<file path="src/rtl/panic_perf_pkg.sv">
// Register map and read-port constants for the PANIC RX performance monitor.
package panic_perf_pkg;

    localparam int RD_WIDTH = 32;

    localparam logic [7:0] ADDR_CYCLE_LO      = 8'h00;
    localparam logic [7:0] ADDR_CYCLE_HI      = 8'h01;
    localparam logic [7:0] ADDR_IN_FRAMES     = 8'h02;
    localparam logic [7:0] ADDR_OUT_FRAMES    = 8'h03;
    localparam logic [7:0] ADDR_IN_PKTS       = 8'h04;
    localparam logic [7:0] ADDR_OUT_PKTS      = 8'h05;
    localparam logic [7:0] ADDR_WINDOW_NUM    = 8'h06;
    localparam logic [7:0] ADDR_LAST_OUT      = 8'h07;
    localparam logic [7:0] ADDR_MAX_OUT       = 8'h08;
    localparam logic [7:0] ADDR_LAST_PK_SUM   = 8'h09;
    localparam logic [7:0] ADDR_LAST_PK_CNT   = 8'h0A;
    localparam logic [7:0] ADDR_OTHER_FRAMES  = 8'h0B;

    localparam logic [7:0] BASE_LAST_IN       = 8'h10;
    localparam logic [7:0] BASE_LAST_BYTES    = 8'h20;
    localparam logic [7:0] BASE_MAX_IN        = 8'h30;

endpackage

</file>
<file path="src/rtl/perf_popcount.sv">
// Combinational byte count of a tkeep vector.
module perf_popcount #(
    parameter int KEEP_WIDTH = 32,
    parameter int COUNT_WIDTH = $clog2(KEEP_WIDTH + 1)
) (
    input  logic [KEEP_WIDTH-1:0]  keep,
    output logic [COUNT_WIDTH-1:0] count
);

    always_comb begin
        count = '0;
        for (int i = 0; i < KEEP_WIDTH; i++) begin
            count = count + COUNT_WIDTH'(keep[i]);
        end
    end

endmodule

</file>
<file path="src/rtl/panic_perf_monitor.sv">
// Passive ingress/egress AXI-stream monitor: lifetime totals, windowed per-class
// counts with snapshots and maxima, and a 1-cycle-latency register read port.
module panic_perf_monitor
    import panic_perf_pkg::*;
#(
    parameter int AXIS_DATA_WIDTH = 256,
    parameter int AXIS_KEEP_WIDTH = AXIS_DATA_WIDTH / 8,
    parameter int NUM_CLASS       = 5,
    parameter int CLASS_WIDTH     = 5,
    parameter int WINDOW_LOG2     = 10,
    parameter int CNT_WIDTH       = 32
) (
    input  logic                       clk,
    input  logic                       rst,
    input  logic [AXIS_KEEP_WIDTH-1:0] s_rx_axis_tkeep,
    input  logic                       s_rx_axis_tvalid,
    input  logic                       s_rx_axis_tready,
    input  logic                       s_rx_axis_tlast,
    input  logic [CLASS_WIDTH-1:0]     s_flow_class,
    input  logic [15:0]                s_pk_len,
    input  logic                       m_rx_axis_tvalid,
    input  logic                       m_rx_axis_tready,
    input  logic                       m_rx_axis_tlast,
    input  logic                       clear,
    input  logic                       rd_en,
    input  logic [7:0]                 rd_addr,
    output logic [RD_WIDTH-1:0]        rd_data,
    output logic                       rd_valid
);

    localparam int BYTE_W = $clog2(AXIS_KEEP_WIDTH + 1);
    typedef logic [CNT_WIDTH-1:0] cnt_t;

    logic              in_beat, out_beat, in_pkt, out_pkt, class_ok, boundary;
    logic [BYTE_W-1:0] beat_bytes;
    logic [63:0]       cycle_cnt;
    logic [WINDOW_LOG2-1:0] win_cnt;
    logic [RD_WIDTH-1:0]    rd_mux;

    cnt_t in_frames, out_frames, in_pkts, out_pkts, other_frames, window_num;
    cnt_t win_in [NUM_CLASS];
    cnt_t win_bytes [NUM_CLASS];
    cnt_t nxt_in [NUM_CLASS];
    cnt_t nxt_bytes [NUM_CLASS];
    cnt_t last_in [NUM_CLASS];
    cnt_t last_bytes [NUM_CLASS];
    cnt_t max_in [NUM_CLASS];
    cnt_t win_out, win_pk_sum, win_pk_cnt;
    cnt_t nxt_out, nxt_pk_sum, nxt_pk_cnt;
    cnt_t last_out, max_out, last_pk_sum, last_pk_cnt;

    // Wide enough for any increment up to 32 bits, so saturation is exact.
    function automatic cnt_t sat_add(input cnt_t a, input logic [31:0] b);
        logic [CNT_WIDTH+32:0] s;
        s = {33'd0, a} + {{(CNT_WIDTH + 1){1'b0}}, b};
        if (s > {33'd0, {CNT_WIDTH{1'b1}}}) return '1;
        return s[CNT_WIDTH-1:0];
    endfunction

    function automatic logic [RD_WIDTH-1:0] ext(input cnt_t v);
        return RD_WIDTH'(v);
    endfunction

    perf_popcount #(.KEEP_WIDTH(AXIS_KEEP_WIDTH), .COUNT_WIDTH(BYTE_W)) u_popcount (
        .keep  (s_rx_axis_tkeep),
        .count (beat_bytes)
    );

    assign in_beat  = s_rx_axis_tvalid && s_rx_axis_tready;
    assign out_beat = m_rx_axis_tvalid && m_rx_axis_tready;
    assign in_pkt   = in_beat && s_rx_axis_tlast;
    assign out_pkt  = out_beat && m_rx_axis_tlast;
    assign class_ok = {1'b0, s_flow_class} < (CLASS_WIDTH + 1)'(NUM_CLASS);
    assign boundary = &win_cnt;

    // Window values including this cycle's beat; they feed both the live
    // counters and, on a boundary, the snapshots.
    always_comb begin
        for (int c = 0; c < NUM_CLASS; c++) begin
            nxt_in[c]    = win_in[c];
            nxt_bytes[c] = win_bytes[c];
            if (in_beat && class_ok && s_flow_class == CLASS_WIDTH'(c)) begin
                nxt_in[c]    = sat_add(win_in[c], 32'd1);
                nxt_bytes[c] = sat_add(win_bytes[c], 32'(beat_bytes));
            end
        end
        nxt_out    = out_beat ? sat_add(win_out, 32'd1) : win_out;
        nxt_pk_sum = in_pkt ? sat_add(win_pk_sum, 32'(s_pk_len)) : win_pk_sum;
        nxt_pk_cnt = in_pkt ? sat_add(win_pk_cnt, 32'd1) : win_pk_cnt;
    end

    always_ff @(posedge clk) begin
        if (rst || clear) begin
            cycle_cnt    <= '0;
            win_cnt      <= '0;
            in_frames    <= '0;
            out_frames   <= '0;
            in_pkts      <= '0;
            out_pkts     <= '0;
            other_frames <= '0;
            window_num   <= '0;
            win_out      <= '0;
            win_pk_sum   <= '0;
            win_pk_cnt   <= '0;
            last_out     <= '0;
            max_out      <= '0;
            last_pk_sum  <= '0;
            last_pk_cnt  <= '0;
            for (int c = 0; c < NUM_CLASS; c++) begin
                win_in[c]     <= '0;
                win_bytes[c]  <= '0;
                last_in[c]    <= '0;
                last_bytes[c] <= '0;
                max_in[c]     <= '0;
            end
        end else begin
            cycle_cnt <= cycle_cnt + 64'd1;
            win_cnt   <= win_cnt + 1'b1;
            if (in_beat)             in_frames    <= sat_add(in_frames, 32'd1);
            if (out_beat)            out_frames   <= sat_add(out_frames, 32'd1);
            if (in_pkt)              in_pkts      <= sat_add(in_pkts, 32'd1);
            if (out_pkt)             out_pkts     <= sat_add(out_pkts, 32'd1);
            if (in_beat && !class_ok) other_frames <= sat_add(other_frames, 32'd1);
            if (boundary) begin
                for (int c = 0; c < NUM_CLASS; c++) begin
                    last_in[c]    <= nxt_in[c];
                    last_bytes[c] <= nxt_bytes[c];
                    if (nxt_in[c] > max_in[c]) max_in[c] <= nxt_in[c];
                    win_in[c]     <= '0;
                    win_bytes[c]  <= '0;
                end
                last_out    <= nxt_out;
                if (nxt_out > max_out) max_out <= nxt_out;
                last_pk_sum <= nxt_pk_sum;
                last_pk_cnt <= nxt_pk_cnt;
                win_out     <= '0;
                win_pk_sum  <= '0;
                win_pk_cnt  <= '0;
                window_num  <= sat_add(window_num, 32'd1);
            end else begin
                for (int c = 0; c < NUM_CLASS; c++) begin
                    win_in[c]    <= nxt_in[c];
                    win_bytes[c] <= nxt_bytes[c];
                end
                win_out    <= nxt_out;
                win_pk_sum <= nxt_pk_sum;
                win_pk_cnt <= nxt_pk_cnt;
            end
        end
    end

    always_comb begin
        rd_mux = '0;
        case (rd_addr)
            ADDR_CYCLE_LO:     rd_mux = cycle_cnt[31:0];
            ADDR_CYCLE_HI:     rd_mux = cycle_cnt[63:32];
            ADDR_IN_FRAMES:    rd_mux = ext(in_frames);
            ADDR_OUT_FRAMES:   rd_mux = ext(out_frames);
            ADDR_IN_PKTS:      rd_mux = ext(in_pkts);
            ADDR_OUT_PKTS:     rd_mux = ext(out_pkts);
            ADDR_WINDOW_NUM:   rd_mux = ext(window_num);
            ADDR_LAST_OUT:     rd_mux = ext(last_out);
            ADDR_MAX_OUT:      rd_mux = ext(max_out);
            ADDR_LAST_PK_SUM:  rd_mux = ext(last_pk_sum);
            ADDR_LAST_PK_CNT:  rd_mux = ext(last_pk_cnt);
            ADDR_OTHER_FRAMES: rd_mux = ext(other_frames);
            default:           rd_mux = '0;
        endcase
        for (int c = 0; c < NUM_CLASS; c++) begin
            if (rd_addr == BASE_LAST_IN + 8'(c))    rd_mux = ext(last_in[c]);
            if (rd_addr == BASE_LAST_BYTES + 8'(c)) rd_mux = ext(last_bytes[c]);
            if (rd_addr == BASE_MAX_IN + 8'(c))     rd_mux = ext(max_in[c]);
        end
    end

    // Software clear leaves the read port alone so a read issued with it
    // still returns the pre-clear value.
    always_ff @(posedge clk) begin
        if (rst) begin
            rd_data  <= '0;
            rd_valid <= 1'b0;
        end else begin
            rd_valid <= rd_en;
            if (rd_en) rd_data <= rd_mux;
        end
    end

endmodule
</file>
<file path="config.mk">
export PLATFORM = sky130hd
export DESIGN_NAME = panic_perf_monitor
export DESIGN_NICKNAME = d
export VERILOG_FILES = /design/src/rtl/panic_perf_pkg.sv /design/src/rtl/perf_popcount.sv /design/src/rtl/panic_perf_monitor.sv
export SDC_FILE = /design/constraint.sdc
export NUM_CORES = 2
export LEC_CHECK = 0
export ABC_CLOCK_PERIOD_IN_PS = 16800
export CORE_ASPECT_RATIO = 0.75
export CORE_MARGIN = 10
export CORE_UTILIZATION = 40
export DETAILED_ROUTE_END_ITERATION = 12
export DONT_BUFFER_PORTS = 1
export GPL_ROUTABILITY_DRIVEN = 0
export PLACE_DENSITY = 0.58
export SETUP_SLACK_MARGIN = 0.5
export SYNTH_ARGS = -nofsm -noshare
export SYNTH_HDL_FRONTEND = slang
export SYNTH_HIERARCHICAL = 1
export SYNTH_SLANG_ARGS = --single-unit
</file>
<file path="constraint.sdc">
create_clock -name clk -period 16.8 [get_ports clk]
set_clock_uncertainty 0.15 [all_clocks]
set_input_delay 2.52 -clock clk [delete_from_list [all_inputs] [get_ports clk]]
set_output_delay 2.52 -clock clk [all_outputs]
set_load 0.02 [all_outputs]
</file>
==> impl_metrics.yaml <==
global_route:
  grt_max_degree: 193
  grt_pass1_vias: 63562
  grt-ovfl-total: 0
  antenna_found_initial: 19
  grt_first_pass_wirelength_um: 432800
  track_usage: 0.2665
route:
  drc: 0
  wl_per_cell_um: 25.80
  ant_nets: 0
  drt_iter0_drc: 11745
  wl_um: 297900
  firstDrtPassIters: 11
  num_vias: 72364
  viasPerCell: 6.267
cells_and_area:
  final_nets: 9260
  fin_util: 0.4484
  final_cells: 11547
  n_fill_cell: 18568
  syn2layout_area_growth_pct: 11.23
  layout-drive-gt1-share: 0.06563
cts:
  h-tree-depth: 4
  post_cts_resized: 0
  clock_tree.buffer_depth: 3
  cts_tree: "yes"
  clock_sinks: 1323
  postCtsSetupRepairBufs: 0
  clk_latency_ns: 0.82
  cts-root-buf: "clkbuf_16"
  cts_hold_buf: 0
  cts_buffers: 145
  clkTransAtPathRegs_ns: 0.06
sta:
  worst_pin_slew_ns: 1.611
  rsz0062_at_grt: "false"
  setup_viol: 0
  slew_violations: 2
  finalHoldViolCount: 0
  fmaxAchievable_mhz: 106.2
  finalCriticalPeriod_ns: 9.419
  fin_crit_sh: 0.5607
  slew_headroom: -0.1018
  tns_ns: 0
synth:
  synth_area_mm2: 0.07726
  synth-seq-area-share: 0.4465
  ys_types: 96
  ys.flop_type: "edfxtp_1"
  yosysWarnings: 6
  postSynthAreaPerCell_um2: 8.801
  synthTopCellsByArea: "edfxtp_1, dfxtp_1, nor2_1"
  synth_edf_count: 800
  synthCells: 8778
  ys_ff_latch: 1323
  synth_top_area_share: 0.3110
  synthArstFlopShare: 0
  yosysTopAreaCell: "edfxtp_1"
floorplan:
  dieArea_mm2: 0.2113
  die_w_um: 527.5
  ios: 104
  fp.dieH_um: 400.6
  placeableCoreArea_mm2: 0.1917
  num_rows: 139
  initial_utilization: 0.4031
hold_path:
  whs_path_depth: 1
  holdCritStartpoint: "win_cnt[0]"
  hp-class: "reg2reg"
  hold_path_end: "win_cnt[0]"
power:
  p_leak_uw: 0.03117
  clkPwrFrac: 0.363
  switchingPower_uw: 2869
  pwr-share-seq: 0.403
  internal-power_uw: 6187
  swShare: 0.3168
  power.density_mw_per_mm2: 105.4
  vdd_drop_max_uv: 159.0
  comb_power_share: 0.234
setup_path:
  ff2ff_path_depth: 20
  crit_required_ns: 17.17
  arrival_ns: 9.79
  worstReg2RegStart: "win_in[0][64]"
  crit_path_end_kind: "register"
  startpoint_type: "input pin"
  critPathMaxFanout: 11
  critPathKind: "in2reg"
  reg2reg_to: "max_in[0][11]"
  ff2ff_setup_slack_ns: 8.83
place:
  dp_hpwl_um: 221800
  io_buffers: 0
  dp_cells: 11276
run:
  maxCapViolations: 1
run_status:
  violations: "max-capacitance violations, max-slew violations"
  status: "finished, violations left"
==> area by class of cell <==
class,instances,area [µm²],share of cell area
inverter,516,1944,0.02263
timing repair buffer,184,1406,0.01637
clock inverter,68,743.2,0.008649
sequential,1323,34490,0.4014
clock buffer,198,4064,0.04729
tap,2538,3176,0.03696
antenna,4,10.01,0.0001165
multi-input combinational,6716,40090,0.4666
==> through the flow <==
| step | power (µW) | cell area, µm² | hold slack, ns | worst slack [ns] |
|---|---|---|---|---|
| detailed placement | 5790 | 81110 | 0.2900 | 6.546 |
| global route | 9464 | 85920 | 0.3368 | 6.869 |
| CTS | 9066 | 85910 | 0.3051 | 7.409 |
| finish | 9056 | 85930 | 0.3079 | 7.381 |
| global placement | 5776 | 81110 | 0.2786 | 6.606 |
| floorplan | 5212 | 78450 | 0.2676 | 3.543 |
==> worst max path at each step <==
stage / start / endpoint / slack, ns
2_1_floorplan: rst / last_bytes[0][0] / 3.54
3_3_place_gp: s_rx_axis_tkeep[0] / win_bytes[0][147] / 6.61
3_5_place_dp: s_rx_axis_tkeep[0] / last_bytes[0][121] / 6.55
4_1_cts: s_rx_axis_tkeep[0] / last_bytes[0][125] / 7.41
5_1_grt: s_rx_axis_tkeep[0] / last_bytes[0][147] / 6.87
6_report: s_rx_axis_tkeep[0] / last_bytes[0][93] / 7.38
==> critical path, stage by stage <==
cell	delay, ns
inv_1	0.03
fa_1	0.58
fa_1	0.45
fa_1	0.55
fa_1	0.45
fa_1	0.53
fa_1	0.41
inv_1	0.07
ha_1	0.16
inv_1	0.06
fa_1	0.39
xnor2_1	0.85
ha_1	0.42
a21o_1	0.17
a21oi_1	0.22
o21bai_1	0.10
a21oi_1	0.47
or3_1	0.47
nor2_1	0.25
nor4b_1	0.40
a21o_1	0.19
nor2_1	0.05
==> kinds of logic (layout without fill, tap and decap cells) <==
group | after synthesis | after routing | synth area share
flip-flops | 1323 | 1323 | 0.4465
buffers and inverters | 1058 | 966 | 0.05242
AND/OR/NAND/NOR | 3575 | 3575 | 0.2252
other | 1 | 324 | 0.00004854
multiplexers | 75 | 75 | 0.01015
adder cells (fa/ha/maj) | 303 | 303 | 0.05199
XOR/XNOR | 263 | 263 | 0.02982
AO/OA/AOI/OAI | 2180 | 2180 | 0.1839
==> power by group through the flow <==
stage | sequential, µW | combinational, µW | clock [µW]
6_report | 3650 | 2120 | 3280
5_1_grt | 3660 | 2350 | 3450
4_1_cts | 3640 | 2100 | 3320
3_5_place_dp | 3710 | 2080 | 0
3_3_place_gp | 3710 | 2070 | 0
2_1_floorplan | 3670 | 1540 | 0
==> sequential cells by signal, indices dropped and copies added, names as in the netlist, 32 cells and up <==
name / cells
last_bytes: 160
in_pkts: 32
win_pk_cnt: 32
cycle_cnt: 64
out_frames: 32
max_in: 160
last_pk_sum: 32
win_pk_sum: 32
max_out: 32
last_pk_cnt: 32
rd_data: 32
in_frames: 32
out_pkts: 32
last_out: 32
window_num: 32
win_bytes: 160
win_out: 32
last_in: 160
win_in: 160
other_frames: 32
==> cells in the final DEF, fill, tap and decap left out, drive strengths merged, types with 40 or more instances in the layout <==
| cell type | synthesis | final |
|---|---|---|
| a31o | 64 | 64 |
| a221oi | 50 | 50 |
| nor2 | 1301 | 1301 |
| edfxtp | 800 | 800 |
| xor2 | 128 | 128 |
| o21a | 40 | 40 |
| clkinv | 0 | 47 |
| ha | 273 | 273 |
| inv | 516 | 521 |
| nor4 | 113 | 113 |
| conb | 1 | 320 |
| a211oi | 79 | 79 |
| nand4 | 212 | 212 |
| and3 | 191 | 191 |
| a22oi | 153 | 153 |
| a311oi | 59 | 59 |
| a21oi | 593 | 593 |
| a21o | 65 | 65 |
| and2 | 147 | 147 |
| nand3 | 382 | 382 |
| mux2i | 48 | 48 |
| buf | 69 | 183 |
| o21ai | 442 | 442 |
| a31oi | 129 | 129 |
| o22ai | 127 | 127 |
| nor3 | 242 | 242 |
| clkbuf | 473 | 199 |
| and4 | 73 | 73 |
| dfxtp | 523 | 523 |
| nand2 | 607 | 607 |
| or3 | 69 | 69 |
| xnor2 | 135 | 135 |
==> per-layer routing <==
layer / global-route usage / up-vias / part of all wire / wire [µm]
li1: - / 32224 / - / -
met1: 0.4157 / 35147 / 0.45 / 134000
met2: 0.3352 / 4463 / 0.37 / 110200
met3: 0.09566 / 518 / 0.15 / 44450
met4: 0.07205 / 12 / 0.031 / 9143
met5: 0 / - / 0.00042 / 124
==> synth_stat cells, types with 23 or more instances <==
cell type and instances:
a211oi_1 79, a2111oi_0 23, a21o_1 65, o211ai_1 38, buf_2 36, edfxtp_1 800
o21ai_0 433, and2_1 143, o21a_1 40, o21bai_1 23, a31o_2 64, ha_1 273
nand3_1 380, clkbuf_1 470, a221oi_1 50, inv_1 515, dfxtp_1 523, nor3_1 240
o31ai_1 31, nor4_1 106, a31oi_1 129, xnor2_1 135, or3_1 69, or4_1 32
a22o_1 27, and3_1 191, a222oi_1 29, nand4_1 210, fa_1 30, nand2_1 607
nand2b_1 35, a311oi_1 59, buf_1 28, mux2i_1 48, a22oi_1 153, mux2_2 27
nor2b_1 33, a21oi_1 591, and4_1 73, o22ai_1 127, nand4b_1 25, xor2_1 128
nor2_1 1301
(Power assumes the default switching activity.)
